===== src/rtl/divider_pkg.sv =====
// Shared definitions for the iterative divider: FSM states, iteration count
// and the two's-complement magnitude helper.
package divider_pkg;

  localparam int DIV_ITER = 32;

  typedef enum logic [1:0] {
    DIV_IDLE = 2'd0,
    DIV_BUSY = 2'd1,
    DIV_DONE = 2'd2
  } div_state_e;

  // 0x80000000 maps to itself, which is what the unsigned magnitude datapath wants.
  function automatic logic [31:0] abs32(input logic [31:0] v);
    return v[31] ? (~v + 32'd1) : v;
  endfunction

endpackage


===== src/rtl/divider_if.sv =====
// Start/finish handshake between the EXE stage (master) and the divider (slave).
interface divider_if #(parameter int WIDTH = 32);
  logic             div_begin;
  logic             div_signed;
  logic [WIDTH-1:0] div_op1;
  logic [WIDTH-1:0] div_op2;
  logic [WIDTH-1:0] quotient;
  logic [WIDTH-1:0] remainder;
  logic             div_end;
  logic             div_busy;

  modport master (
    output div_begin, div_signed, div_op1, div_op2,
    input  quotient, remainder, div_end, div_busy
  );

  modport slave (
    input  div_begin, div_signed, div_op1, div_op2,
    output quotient, remainder, div_end, div_busy
  );
endinterface


===== src/rtl/divider_step.sv =====
// One restoring radix-2 iteration: shift {rem,quo} left, subtract the divisor
// when the shifted remainder is large enough and record a quotient bit.
module div_step #(parameter int WIDTH = 32) (
  input  logic [WIDTH-1:0] rem,
  input  logic [WIDTH-1:0] quo,
  input  logic [WIDTH-1:0] divisor,
  output logic [WIDTH-1:0] rem_next,
  output logic [WIDTH-1:0] quo_next
);
  logic [WIDTH:0] shifted;
  logic [WIDTH:0] diff;
  logic           ge;

  always_comb begin
    shifted  = {rem, quo[WIDTH-1]};
    diff     = shifted - {1'b0, divisor};
    ge       = (shifted >= {1'b0, divisor});
    rem_next = ge ? diff[WIDTH-1:0] : shifted[WIDTH-1:0];
    quo_next = {quo[WIDTH-2:0], ge};
  end
endmodule


===== src/rtl/divider.sv =====
// Iterative 32-bit signed/unsigned divider answering EXE's div_begin/div_end
// handshake; quotient goes to LO and remainder to HI.
module divider
  import divider_pkg::*;
#(
  parameter int WIDTH = 32
) (
  input  logic       clk,
  input  logic       reset,
  divider_if.slave   bus
);
  localparam logic [5:0] LAST_ITER = 6'(DIV_ITER - 1);

  div_state_e       state, state_next;
  logic [5:0]       cnt;
  logic [WIDTH-1:0] rem, quo, divisor;
  logic [WIDTH-1:0] rem_step, quo_step;
  logic [WIDTH-1:0] quotient_r, remainder_r;
  logic             q_neg, r_neg;
  logic             load, step_en, finish;

  div_step #(.WIDTH(WIDTH)) u_step (
    .rem      (rem),
    .quo      (quo),
    .divisor  (divisor),
    .rem_next (rem_step),
    .quo_next (quo_step)
  );

  always_ff @(posedge clk) begin
    if (reset) state <= DIV_IDLE;
    else       state <= state_next;
  end

  // Dropping div_begin while busy cancels silently; results stay untouched.
  always_comb begin
    state_next = state;
    load       = 1'b0;
    step_en    = 1'b0;
    finish     = 1'b0;
    case (state)
      DIV_IDLE: begin
        if (bus.div_begin) begin
          state_next = DIV_BUSY;
          load       = 1'b1;
        end
      end
      DIV_BUSY: begin
        if (!bus.div_begin) begin
          state_next = DIV_IDLE;
        end else begin
          step_en = 1'b1;
          if (cnt == LAST_ITER) begin
            state_next = DIV_DONE;
            finish     = 1'b1;
          end
        end
      end
      DIV_DONE: state_next = DIV_IDLE;
      default:  state_next = DIV_IDLE;
    endcase
  end

  always_ff @(posedge clk) begin
    if (reset) begin
      cnt         <= '0;
      rem         <= '0;
      quo         <= '0;
      divisor     <= '0;
      q_neg       <= 1'b0;
      r_neg       <= 1'b0;
      quotient_r  <= '0;
      remainder_r <= '0;
    end else begin
      if (load) begin
        quo     <= bus.div_signed ? abs32(bus.div_op1) : bus.div_op1;
        divisor <= bus.div_signed ? abs32(bus.div_op2) : bus.div_op2;
        rem     <= '0;
        cnt     <= '0;
        q_neg   <= bus.div_signed & (bus.div_op1[WIDTH-1] ^ bus.div_op2[WIDTH-1]);
        r_neg   <= bus.div_signed & bus.div_op1[WIDTH-1];
      end else if (step_en) begin
        rem <= rem_step;
        quo <= quo_step;
        cnt <= cnt + 6'd1;
      end
      // The last iteration's result is sign-corrected straight into the output registers.
      if (finish) begin
        quotient_r  <= q_neg ? (~quo_step + 1'b1) : quo_step;
        remainder_r <= r_neg ? (~rem_step + 1'b1) : rem_step;
      end
    end
  end

  assign bus.quotient  = quotient_r;
  assign bus.remainder = remainder_r;
  assign bus.div_end   = (state == DIV_DONE);
  assign bus.div_busy  = (state == DIV_BUSY);
endmodule


===== src/flat_wrapper.sv =====
// flat-port wrapper written by rule: the top's interface ports become plain ports
module divider_flat import divider_pkg::*;
#(
  parameter int WIDTH = 32
)
  (clk, reset, bus_div_begin, bus_div_signed, bus_div_op1, bus_div_op2, bus_quotient, bus_remainder, bus_div_end, bus_div_busy);
  divider_if #(.WIDTH(WIDTH)) bus_i ();
  input  logic clk;
  input  logic reset;
  input wire logic [$bits(bus_i.div_begin)-1:0] bus_div_begin;
  input wire logic [$bits(bus_i.div_signed)-1:0] bus_div_signed;
  input wire logic [$bits(bus_i.div_op1)-1:0] bus_div_op1;
  input wire logic [$bits(bus_i.div_op2)-1:0] bus_div_op2;
  output wire logic [$bits(bus_i.quotient)-1:0] bus_quotient;
  output wire logic [$bits(bus_i.remainder)-1:0] bus_remainder;
  output wire logic [$bits(bus_i.div_end)-1:0] bus_div_end;
  output wire logic [$bits(bus_i.div_busy)-1:0] bus_div_busy;
  assign bus_i.div_begin = bus_div_begin;
  assign bus_i.div_signed = bus_div_signed;
  assign bus_i.div_op1 = bus_div_op1;
  assign bus_i.div_op2 = bus_div_op2;
  assign bus_quotient = bus_i.quotient;
  assign bus_remainder = bus_i.remainder;
  assign bus_div_end = bus_i.div_end;
  assign bus_div_busy = bus_i.div_busy;
  divider #(.WIDTH(WIDTH)) u_core (.clk(clk), .reset(reset), .bus(bus_i));
endmodule

===== config.mk =====
export PLATFORM = sky130hd
export DESIGN_NAME = divider_flat
export DESIGN_NICKNAME = d
export VERILOG_FILES = /design/src/rtl/divider_pkg.sv /design/src/rtl/divider_if.sv /design/src/rtl/divider_step.sv /design/src/rtl/divider.sv /design/src/flat_wrapper.sv
export SDC_FILE = /design/constraint.sdc
export NUM_CORES = 1
export LEC_CHECK = 0
export ABC_AREA = 0
export CAP_MARGIN = 20
export CELL_PAD_IN_SITES_DETAIL_PLACEMENT = 0
export CELL_PAD_IN_SITES_GLOBAL_PLACEMENT = 1
export CORE_MARGIN = 3
export CORE_UTILIZATION = 30
export DETAILED_ROUTE_END_ITERATION = 16
export DONT_BUFFER_PORTS = 1
export PLACE_DENSITY = 0.52
export SLEW_MARGIN = 10
export SYNTH_ARGS = -nofsm -noshare
export SYNTH_HDL_FRONTEND = slang
export SYNTH_SLANG_ARGS = --single-unit

===== constraint.sdc =====
create_clock -name clk -period 14.5 [get_ports clk]
set_input_delay 1.45 -clock clk [delete_from_list [all_inputs] [get_ports clk]]
set_output_delay 1.45 -clock clk [all_outputs]
set_load 0.01 [all_outputs]

==> run metrics, run 1 <==
Worst EP arrival=just under 6 ns; Routed WL=42.7 mm; Leakage=about 4.4 nW; Final GP Congestion=0.842; Fin Setup TNS=0 ns; Mean Syn Cell Area=7.42 um2; initial antenna violation count=0; largest net degree at the start of global routing=133; Post-Syn Area=0.0117 mm2; Die ar.=0.0415 mm2; DRT iter0 DRCs=a little over 700; DRC viols=0; Levels on crit path=16; Power Density=109 mW/mm2; area leader, netlist=dfxtp_1; most frequent cells in the layout=nand2_1, nor2_1, dfxtp_1; CP max stage cell=or3_4; port buffer count=0; hold slack=~0.46 ns; Syn-to-layout area delta=7.31%; H-Tree Depth=4; commonest non-fill, non-tap cell in the layout=nand2_1; Yosys top cell area share=between 20 and 30%; postcts setup bufs=0; Crit path max-delay family=compound AO/OA/AOI/OAI gates; vias per cell=5.36; FF-to-FF Start=u_core.rem[5]; Data required, critical path=between 10 and 15 ns; status=completed; Max VDD drop=~0.061 mV; routed length per placed instance=21.1 um; clk buf depth=2; core area=roughly 0.038 mm2; placed inst area=0.0120 mm2; worst-skew pair later-pin latency=0.45 ns; Worst slew margin=a little under two fifths; final slew viol count=0; Hold Buf Count CTS=0; RSZ-0062 raised after global routing=false; Largest stage delay, worst path=around 0.7 ns; reg2reg path depth=16; synthesis-stage register bit count=170; Initial Utilization=a little under a third; Design Power=0.00137 W; Critical path origin=u_core.rem[5]; Setup Skew=0.0128 ns; CP Buf/Inv Count=0; vias in the first global route=about 11000; critical path fanouts, max=47; # diodes=0; ys async rst share=0%; DRT Pass-1 Iters=6; vias after detailed routing=10900; cts repair resizes=0; post-route clock period utilization=38.2%; Post-synth top flop=dfxtp_1; Post-Syn Instances=approximately 1600; CTS tree=built; post-route antenna net violation count=0; CTS buffer count=17; Synthesized Nets=1687; critical path startpoint category=register; die width=around 200 um; CTS clk-pin slew, worst paths=around 0.08 ns; Syn. warnings=0; nets=1610; row count=71; crit path time final=about 5.5 ns; clock tree sinks=170; share of layout cells above drive strength 1=5.01%; register area share after synthesis=29.0%; Crit. End Element=register; die height=between 200 and 250 um; max frequency=181 MHz; first-pass GRT wire length=about 66 mm; Root Buffer=clkbuf_16; Hold Crit Class=reg -> reg; Post-synth EDFFs=0; final instance area=0.0126 mm2; Worst-Margin Slew=0.937 ns; number of max-cap violations=0; R2R Path End=u_core.bus.remainder[26]; Final Hold Fails=0; DP HPWL=32.9 mm; Worst R2R Setup Slack=8.97 ns; synth unique cells=82; GRT Residual Overflow=0; Tot GR Track Use=between 20% and 30%; crit-path cells=ha_1 > a21oi_1 > o21ai_2 > nand2_1 > a2111oi_1 > or3_4 > mux2i_1 > ha_1 > o211ai_1 > a2111oi_0 > mux2i_1 > o21a_1 > a221oi_2 > o21ai_1 > xnor2_1 > a211oi_1; # fillers=4190; end of the critical path=u_core.bus.remainder[26]; IO Pins=134; top cells by area, synth=dfxtp_1, nand2_1, xor2_1; Final setup violation count=0; CP Class=reg -> reg
## cell type report
cell class,count,area (um2),area share (%)
clock inverters,15,159,1.26
multi-input cells,1253,7680,61.0
clock buffers,17,425,3.38
flip-flops and latches,170,3400,27.1
well taps,511,639,5.08
repair buffers,10,75.1,0.597
inverters,52,198,1.57
## worst min path at each step
| stage | startpoint | to | slack [ns] | cells after the start |
|---|---|---|---|---|
| after floorplan | u_core.divisor[21] | u_core.divisor[21] | 0.43 | 2 |
| after global placement | u_core.divisor[26] | u_core.divisor[26] | 0.44 | 2 |
| after detailed placement | u_core.divisor[26] | u_core.divisor[26] | 0.45 | 2 |
| after CTS | u_core.divisor[26] | u_core.divisor[26] | 0.46 | 2 |
| after global routing | u_core.divisor[30] | u_core.divisor[30] | 0.49 | 2 |
| final | u_core.divisor[26] | u_core.divisor[26] | 0.46 | 2 |
## registers in the layout, summed over array words and instances, names as in the netlist
signal,flops
u_core.rem,32
u_core.q_neg,1
u_core.state,2
u_core.bus.quotient,32
u_core.divisor,32
u_core.r_neg,1
u_core.cnt,6
u_core.quo,32
u_core.bus.remainder,32
## per-stage QoR
step | cells | util [%] | setup slack, ns
floorplan | 1581 | - | 9.65
global placement | 1996 | 31.5 | 9.02
detailed placement | 1996 | 31.5 | 9.00
CTS | 2028 | 33.0 | 8.94
global route | 2028 | 33.0 | 8.45
finish | 2028 | 33.0 | 8.97
## cell usage after synthesis (5+ instances only)
master	n
a211oi_1	91
a21o_1	11
a21oi_1	133
a311oi_1	5
a31oi_1	17
and2_1	5
and3_1	12
buf_1	10
buf_2	16
buf_4	6
clkbuf_1	70
dfxtp_1	170
ha_1	37
inv_1	51
mux2i_1	25
nand2_1	222
nand2b_1	8
nand3_1	24
nand4_1	17
nor2_1	193
nor2b_1	9
nor3_1	36
nor4_1	13
o2111ai_1	5
o211ai_1	14
o21ai_0	85
o21ai_1	6
o31ai_1	21
o41ai_1	10
or3_1	16
or4_1	15
xnor2_1	50
xor2_1	84
## logic make-up after synthesis
family | count (synthesis) | share of synthesized area [%]
buffers and inverters | 158 | 5.65
XOR/XNOR | 134 | 10.0
flip-flops | 170 | 29.0
AND/OR/NAND/NOR | 598 | 23.2
adder cells (fa/ha/maj) | 38 | 4.12
AO/OA/AOI/OAI | 458 | 25.9
multiplexers | 25 | 2.13
## routing by layer
| metal | vias up | part of all wire, % | global-route usage (%) |
|---|---|---|---|
| met4 | 0 | 1.4 | 4.72 |
| met1 | 5147 | 49 | 29.1 |
| met3 | 33 | 4.3 | 3.66 |
| met5 | - | 0 | 0 |
| met2 | 189 | 45 | 32.3 |
| li1 | 5508 | - | - |
## power by group
| part | internal, W | leakage (nW) | switching, W |
|---|---|---|---|
| registers | 0.000483 | 1.38 | 0.0000202 |
| clock network | 0.000243 | 0.281 | 0.000229 |
| logic | 0.000132 | 2.73 | 0.000263 |
| total | 0.000859 | 4.40 | 0.000512 |
## worst register-to-register path: cells and delay by family (launching register included)
kind	cells	cell delay, ns
and+or+nand+nor	2	0.84
AOI/OAI and AO/OA	9	2.61
adders and majority gates	2	0.79
muxes	2	0.67
DFF	1	0.38
xor gates and xnor gates	1	0.15
Power figures use the tool's default switching activity.
==> inputs of run 2 (changes only) <==
Settings changed: ABC_AREA 0 to 1, PLACE_DENSITY 0.52 to 0.54.
Clock period 14.5 ns to 5.35 ns, I/O delays scaled along.
==> run 2 against run 1 <==
  * Combinational power grew to 3.9 times the previous value
  * Synthesized area grew 6.2%
  * First-iteration DRC count grew 28%
  * Synthesized cell count grew 27%
  * Die area grew 6.0%
  * Cell count grew 24%
  * Non-clock buffer count grew 3
  * Routed wire length grew 13%
  * Critical path depth grew 7
  * Critical endpoint is now u_core.bus.quotient[30]
  * Largest power group is now combinational cells
==> run metrics, run 2 <==
clock tree sinks=170; final cell count without fillers=~2500; synth cell count leaders=nand2_1, inv_1, nor2_1; port buffer count=0; core area=roughly 0.04 mm2; Worst EP arrival=4.74 ns; Leakage=6.49 nW; final core occ=33.1%; Final Hold Fails=0; area leader, netlist=dfxtp_1; Post-Syn Instances=2010; GR peak layer=met2; Syn. warnings=0; Fin Setup TNS=0 ns; Data required, critical path=5.71 ns; Setup Skew=0.0172 ns; die height=210 um; nets=2076; final slew viol count=0; Global Route met3 Usage=approximately 4.9%; crit path time final=4.38 ns; max frequency=228 MHz; DRT Pass-1 Iters=5; Yosys top cell area share=27.3%; DRC viols=0; commonest non-fill, non-tap cell in the layout=nand2_1; DP HPWL=38.8 mm; most frequent cells in the layout=nand2_1, inv_1, nor2_1; H-Tree Depth=4; met2 Use GR=34.1%; DRT iter0 DRCs=916; hold slack=0.139 ns; Root Buffer=clkbuf_16; postcts setup bufs=0; Tot GR Track Use=22.0%; Hold Crit Class=in -> reg; top-count cell post-synth=nand2_1; vias in the first global route=roughly 12000; slack of the critical path=0.973 ns; critical path fanouts, max=22; die width=210 um; largest net degree at the start of global routing=116; number of max-cap violations=0; Setup WS pre-CTS=roughly 0.99 ns; placed cell count=2482; Routed WL=48.4 mm; share of layout cells above drive strength 1=~7.6%; GRT Residual Overflow=0; status=completed; ys async rst share=0%; worst-skew pair later-pin latency=0.47 ns; register area share after synthesis=27.3%; clk buf depth=2; RSZ-0062 raised after global routing=false; Die ar.=approximately 0.044 mm2; Hold Buf Count CTS=0; IO Pins=134; Initial Utilization=30.4%; vias after detailed routing=12300; top cells by area, synth=dfxtp_1, nand2_1, inv_1; synth unique cells=53; critical path startpoint category=register; CTS clk-pin slew, worst paths=0.07 ns; CTS tree=built; routed length per placed instance=19.2 um; Synthesized Nets=2116; Post-Syn Area=0.0125 mm2; Worst-Margin Slew=approximately 1 ns; Post-synth EDFFs=0; post-route clock period utilization=81.8%; Final GP Congestion=0.916; Mean Syn Cell Area=6.20 um2; Worst slew margin=31.4%; initial antenna violation count=0; Syn-to-layout area delta=8.83%; cts repair resizes=0; CTS buffer count=17; synthesis-stage register bit count=170; Post-synth top flop=dfxtp_1; Worst R2R Setup Slack=0.97 ns; Crit. End Element=register; Final setup violation count=0; Power Density=316 mW/mm2; Max VDD drop=0.254 mV; met1 Usage GRT=30.5%; CP Class=reg -> reg; first-pass GRT wire length=73.8 mm; post-route antenna net violation count=0; row count=74; # diodes=0; vias per cell=4.90
[run 2: changes by cell type after synthesis, moves of 18 or more]
cell / before / now
nand2_1: 222 / 508
o31ai_1: 21 / 1
xnor2_1: 50 / 9
inv_1: 51 / 304
o21ai_0: 85 / 147
mux2i_1: 25 / 0
nor2_2: 0 / 19
a211oi_1: 91 / 1
nand3_1: 24 / 106
o22ai_1: 0 / 18
nand2_2: 0 / 30
a21oi_1: 133 / 113
o211ai_1: 14 / 34
[run 2: worst paths after layout]
| kind | start | endpoint | cells after the start |
|---|---|---|---|
| worst max register to register | u_core.rem[23] | u_core.bus.quotient[30] | 23 |
| worst min-delay path | reset | u_core.state[1] | 1 |
| worst max-delay path | u_core.rem[23] | u_core.bus.quotient[30] | 23 |
| worst min register to register | u_core.quo[15] | u_core.quo[15] | 2 |
[run 2: area by class of cell]
cell class	instances	area, um2
clock inverters	15	206
fillers	4657	27400
clock buffers	17	425
repair buffers	13	118
well taps	532	666
inverters	320	1200
multi-input cells	1448	7540
flip-flops and latches	170	3400
[run 2: metal layers]
| layer | vias up | part of all wire (%) |
|---|---|---|
| met3 | 53 | 5.2 |
| met2 | 261 | 44 |
| met5 | - | 0 |
| met1 | 5678 | 48 |
| met4 | 0 | 2.6 |
| li1 | 6343 | - |
[run 2: cells by family after synthesis]
family,after synthesis,synth area share (%)
flops,170,27.3
buf+inv,392,12.4
simple gates,955,33.8
xor+xnor,82,5.77
compound gates,373,16.9
fa+ha+maj,38,3.88
[run 2: through the flow]
step | area [um2] | total power (W)
final | 13600 | 0.00428
after global routing | 13600 | 0.00456
after CTS | 13500 | 0.00432
after global placement | 12900 | 0.00295
after floorplan | 12500 | 0.00248
after detailed placement | 12900 | 0.00293
[run 2: report_power, final]
group          total (W)  switching, W  internal [W]
combinational    0.00155       0.00112      0.000436
clock            0.00137      0.000618      0.000752
sequential       0.00136     0.0000481       0.00131
total            0.00428       0.00178       0.00250
[run 2: worst max-delay path: stages (launching register included)]
cell	delay (ns)
dfxtp_1	0.45
ha_1	0.35
nand2_1	0.10
nand2_1	0.07
a21oi_1	0.20
nand2_1	0.13
nand2_2	0.09
nand3_4	0.08
nor2_8	0.36
nand2_8	0.06
inv_2	0.18
ha_1	0.18
inv_1	0.05
nor3_2	0.13
nand3_1	0.16
nor4_2	0.31
nand2_1	0.17
o21ai_0	0.26
o21ai_0	0.19
a21oi_1	0.22
o21ai_0	0.14
xor2_1	0.16
o21ai_0	0.14
inv_1	0.05
